[config.mk]
export PLATFORM = sky130hd
export DESIGN_NAME = mac_step_counter
export DESIGN_NICKNAME = d
export VERILOG_FILES = /design/src/rtl/mac_step_counter.sv
export SDC_FILE = /design/constraint.sdc
export NUM_CORES = 1
export LEC_CHECK = 0
export ABC_CLOCK_PERIOD_IN_PS = 2300
export CORE_UTILIZATION = 47
export CTS_CLUSTER_SIZE = 25
export DETAILED_ROUTE_END_ITERATION = 8
export GPL_TIMING_DRIVEN = 0
export PLACE_DENSITY = 0.86
export SETUP_SLACK_MARGIN = 0.1
export SLEW_MARGIN = 20
export SYNTH_ARGS = -nofsm -noshare
export SYNTH_HDL_FRONTEND = slang
export SYNTH_SLANG_ARGS = --single-unit
[constraint.sdc]
create_clock -name i_clk -period 2.3 [get_ports i_clk]
set_input_delay 0.345 -clock i_clk [delete_from_list [all_inputs] [get_ports i_clk]]
set_output_delay 0.345 -clock i_clk [all_outputs]
set_load 0.005 [all_outputs]
[src/rtl/mac_step_counter.sv]
// ---------------------------------------------------------------------------
// mac_step_counter
//   Step counter that sequences MAC accumulation cycles. Counts enabled steps
//   from 0 up to CNT_NUM inside a frame. It runs either once (MODE=0, stops
//   in DONE) or in free-running wrap mode (MODE=1). It also keeps a
//   saturating count of completed frames.
//
// Ports
//   i_clk       clock, rising edge
//   i_rst       asynchronous reset, active-high
//   i_clr       synchronous clear: back to IDLE, counters zeroed
//   i_start     start / restart a frame (count back to 0)
//   i_en        step enable, one MAC cycle completed
//   i_load      preload the count (honoured in RUN only)
//   i_load_val  preload value, clipped to CNT_NUM
//   o_cnt       current count
//   o_cnt_f     level, o_cnt == CNT_NUM
//   o_busy      high while in RUN
//   o_done      one-cycle pulse when a frame completes
//   o_frames    completed frames, saturating
// ---------------------------------------------------------------------------
module mac_step_counter #(
    parameter int unsigned WIDTH   = 4,
    parameter int unsigned CNT_NUM = 8,
    parameter int unsigned MODE    = 0,
    parameter int unsigned FRAME_W = 8
) (
    input  logic               i_clk,
    input  logic               i_rst,
    input  logic               i_clr,
    input  logic               i_start,
    input  logic               i_en,
    input  logic               i_load,
    input  logic [WIDTH-1:0]   i_load_val,
    output logic [WIDTH-1:0]   o_cnt,
    output logic               o_cnt_f,
    output logic               o_busy,
    output logic               o_done,
    output logic [FRAME_W-1:0] o_frames
);

    if (CNT_NUM < 1 || CNT_NUM > (2**WIDTH) - 1) begin : g_bad_cnt_num
        $error("mac_step_counter: CNT_NUM must lie in 1..2**WIDTH-1");
    end

    if (MODE > 1) begin : g_bad_mode
        $error("mac_step_counter: MODE must be 0 or 1");
    end

    localparam logic [WIDTH-1:0] CNT_TERM = WIDTH'(CNT_NUM);

    typedef enum logic [1:0] {
        IDLE = 2'd0,
        RUN  = 2'd1,
        DONE = 2'd2
    } state_t;

    state_t             state_q, state_d;
    logic [WIDTH-1:0]   cnt_q, cnt_d;
    logic               busy_q, busy_d;
    logic               done_q, done_d;
    logic [FRAME_W-1:0] frames_q, frames_d;
    logic               hit;

    always_ff @(posedge i_clk or posedge i_rst) begin
        if (i_rst) begin
            state_q  <= IDLE;
            cnt_q    <= '0;
            busy_q   <= 1'b0;
            done_q   <= 1'b0;
            frames_q <= '0;
        end else begin
            state_q  <= state_d;
            cnt_q    <= cnt_d;
            busy_q   <= busy_d;
            done_q   <= done_d;
            frames_q <= frames_d;
        end
    end

    always_comb begin
        state_d  = state_q;
        cnt_d    = cnt_q;
        done_d   = 1'b0;
        frames_d = frames_q;
        hit      = 1'b0;

        if (i_clr) begin
            state_d  = IDLE;
            cnt_d    = '0;
            frames_d = '0;
        end else begin
            unique case (state_q)
                RUN: begin
                    if (i_start) begin
                        cnt_d = '0;
                    end else if (i_load) begin
                        cnt_d = (i_load_val > CNT_TERM) ? CNT_TERM : i_load_val;
                        // A load that leaves the count already sitting at
                        // CNT_NUM is not a new arrival, so it does not pulse.
                        hit   = (cnt_d == CNT_TERM) && (cnt_q != CNT_TERM);
                    end else if (i_en) begin
                        if (cnt_q < CNT_TERM) begin
                            cnt_d = cnt_q + 1'b1;
                            hit   = (cnt_d == CNT_TERM);
                        end else if (MODE == 1) begin
                            cnt_d = '0;
                        end
                    end
                end
                DONE, IDLE: begin
                    if (i_start) begin
                        state_d = RUN;
                        cnt_d   = '0;
                    end
                end
                default: begin
                    state_d = IDLE;
                    cnt_d   = '0;
                end
            endcase
        end

        // Frame completion: pulse, bump the saturating frame count, and in
        // one-shot mode park in DONE on the same edge.
        if (hit) begin
            done_d = 1'b1;
            if (frames_q != '1) begin
                frames_d = frames_q + 1'b1;
            end
            if (MODE == 0) begin
                state_d = DONE;
            end
        end
    end

    assign busy_d   = (state_d == RUN);

    assign o_cnt    = cnt_q;
    assign o_cnt_f  = (cnt_q == CNT_TERM);
    assign o_busy   = busy_q;
    assign o_done   = done_q;
    assign o_frames = frames_q;

endmodule
==> impl_metrics.csv <==
group,metric,value,unit
sta,drv_slew,0,
critical_path,reg2reg_slack,0.30,ns
floorplan,ioPinCount,25,
pwr,power_leakage,0.546,nW
sta,period_share,91.9,%
place,dpl.cell_count,152,
synthesis,yosys_warnings,0,
critical_path,cp_max_fo,8,
cts,cts_setup_buffers,0,
routing,remaining_drc_errors,0,
critical_path,ff2ff_path_depth,6,
floorplan,core,0.00196,mm^2
routing,drt_iter0_drc,24,
synthesis,syn_inst,101,
synthesis,synthArstFlopShare,100,%
layout,num_antenna_cells,0,
floorplan,rows,16,
floorplan,die_w,47.5,um
cts,numCtsBuffers,3,
routing,ant_nets,0,
cts,cts-root-buf,"clkbuf_4",
cts,cts_tree,"yes",
critical_path,cp.arrival,2.28,ns
critical_path,critPathKind,"in -> reg",
grt,grt_max_degree,17,
layout,fin_cells,156,
sta,rsz0062_at_grt,"false",
synthesis,syn_area,972,um^2
routing,wl_per_cell,14.7,um
sta,setup_viol,0,
layout,area_growth_syn_to_layout,32.6,%
routing,wl,2300,um
place,place_congestion,0.868,
min_path,min_path_type,"in -> async",
cts,htreeDepth,1,
synthesis,synth.avg_cell_area,9.63,um^2
layout,layout.nets,144,
routing,dr_wl_met3,106,um
synthesis,yosys.area.top_type,"dfrtp_1",
routing,drtPass1Iterations,4,
grt,antenna_found_initial,0,
place,port_buffers,24,
routing,drt-met1-wl,1030,um
synthesis,synth.area.top_cells,"dfrtp_1, ha_1, nand2_1",
critical_path,critical_path_required,2.47,ns
grt,grt_pass1_vias,829,
synthesis,synth.distinct_cells,40,
sta,min_period,2.11,ns
sta,final_hold_viol_count,0,
cts,postCtsHoldBufs,0,
sta,max_clock_freq,473,MHz
synthesis,yosys_most_used_dff,"dfrtp_1",
grt,grt_pass1_wl,3470,um
synthesis,syn_nets,115,
floorplan,start_util,49.6,%
grt,grt_overflow,0,
sta,worstMarginPinSlew,0.639,ns
routing,dr_total_vias,903,
critical_path,reg2reg_from,"o_cnt[0]",
layout,postLayoutCoreUtil,65.7,%
layout,drive_above_1_share,14.0,%
run,maxCapViolCount,0,
routing,wl_met2,1140,um
synthesis,synth.top_cell.area_share,41.2,%
grt,track_usage,21.8,%
cts,clock_latency,0.28,ns
routing,vias_per_cell,5.79,
pwr,powerDensity,421,mW/mm^2
pwr,vdd_drop_max,0.297,mV
sta,relSlewSlack,57.3,%
cts,cts_buffer_depth,2,
critical_path,r2r_end,"o_frames[4]",
sta,fin_skew,0.00566,ns
synthesis,ys_seq_area_share,41.2,%
routing,top_layer,"met4",
floorplan,dieArea,0.00225,mm^2
critical_path,crit_path_end_kind,"flip-flop",
critical_path,cp-start-kind,"primary input",
cts,cts_sinks,16,
run_status,outcome,"finished, final reports clean",
synthesis,synth_edf_count,0,
cts,clkTransAtPathRegs,0.10,ns
floorplan,die_h,47.5,um
synthesis,ys_seq_elements,16,
place,dp_hpwl,1680,um
-- kinds of logic after synthesis --
family | share of synthesized area [%]
AO/OA/AOI/OAI | 23.9
AND/OR/NAND/NOR | 23.8
XOR/XNOR | 0.901
multiplexers | 2.32
flip-flops | 41.2
adder cells (fa/ha/maj) | 5.15
buffers and inverters | 2.70
-- how the worst max path moves through the flow --
stage	to	from	slack, ns	depth (start not counted)
2_1_floorplan	o_frames[2]	o_cnt[0]	0.53	6
3_3_place_gp	o_busy	i_clr	-0.12	5
3_5_place_dp	o_frames[5]	i_clr	-0.21	5
4_1_cts	o_frames[4]	i_clr	0.20	5
5_1_grt	o_frames[4]	i_clr	0.11	5
6_report	o_frames[4]	i_clr	0.19	5
-- power breakdown --
group	switching, mW	internal [mW]	total, mW
registers	0.00442	0.286	0.290
logic	0.0353	0.0322	0.0675
clock network	0.0888	0.0962	0.185
-- worst max-delay path: stages --
cell,delay (ns)
clkdlybuf4s50_1,0.56
or4b_4,0.62
a21oi_4,0.17
a31oi_2,0.19
a221o_1,0.40
-- cell usage in the layout (no fill, tap or decap), drive strengths merged, types with 4 or more instances in the layout --
master and count:
ha 4, inv 6, o21ai 7, dfrtp 16, clkdlybuf4s50 24, a31oi 4, clkbuf 5, nor2 5
nor3 6, nand2 12
-- state kept, by name (all words and copies together), names as in the netlist --
name and cells:
o_cnt 4, o_busy 1, o_frames 8, o_done 1, state_q 2
-- synth_stat cells, drive strengths merged, types with 2 or more instances --
library cell and number:
nor3 6, nor2 5, a21o 2, nand3 3, a221o 3, o21ai 7, nor4b 2, dfrtp 16
or2 2, a31oi 4, nor2b 3, o21a 2, a2111oi 3, ha 4, inv 6, mux2 2
nand2 12
-- timing repair --
action	CTS	global route
setup endpoints to repair	2	0
resized for setup	1	0
endpoints found under the hold margin	0	0
-- layout make-up --
type / count / area, um^2
buffer: 1 / 3.75
clock buffer: 4 / 36.3
fill: 181 / 673
inverter: 6 / 22.5
multi-input combinational: 78 / 552
sequential: 16 / 400
tap: 27 / 33.8
timing repair buffer: 24 / 240
-- layer usage --
layer / global-route usage (%) / vias to the layer above
met3: 3.02 / 4
met2: 36.2 / 30
met4: 8.00 / 0
met1: 29.0 / 428
met5: 0 / -
li1: - / 441
-- through the flow --
step	TNS [ns]	hold slack, ns	cell area [um^2]	power, mW	worst slack (ns)
6_report	0	0.434	1290	0.542	0.187
4_1_cts	0	0.439	1290	0.546	0.202
3_5_place_dp	-1.30	0.540	1250	0.361	-0.209
2_1_floorplan	0	0.259	972	0.328	0.530
3_3_place_gp	-0.746	0.529	1250	0.360	-0.119
5_1_grt	0	0.521	1290	0.561	0.107
(Power assumes the default switching activity.)
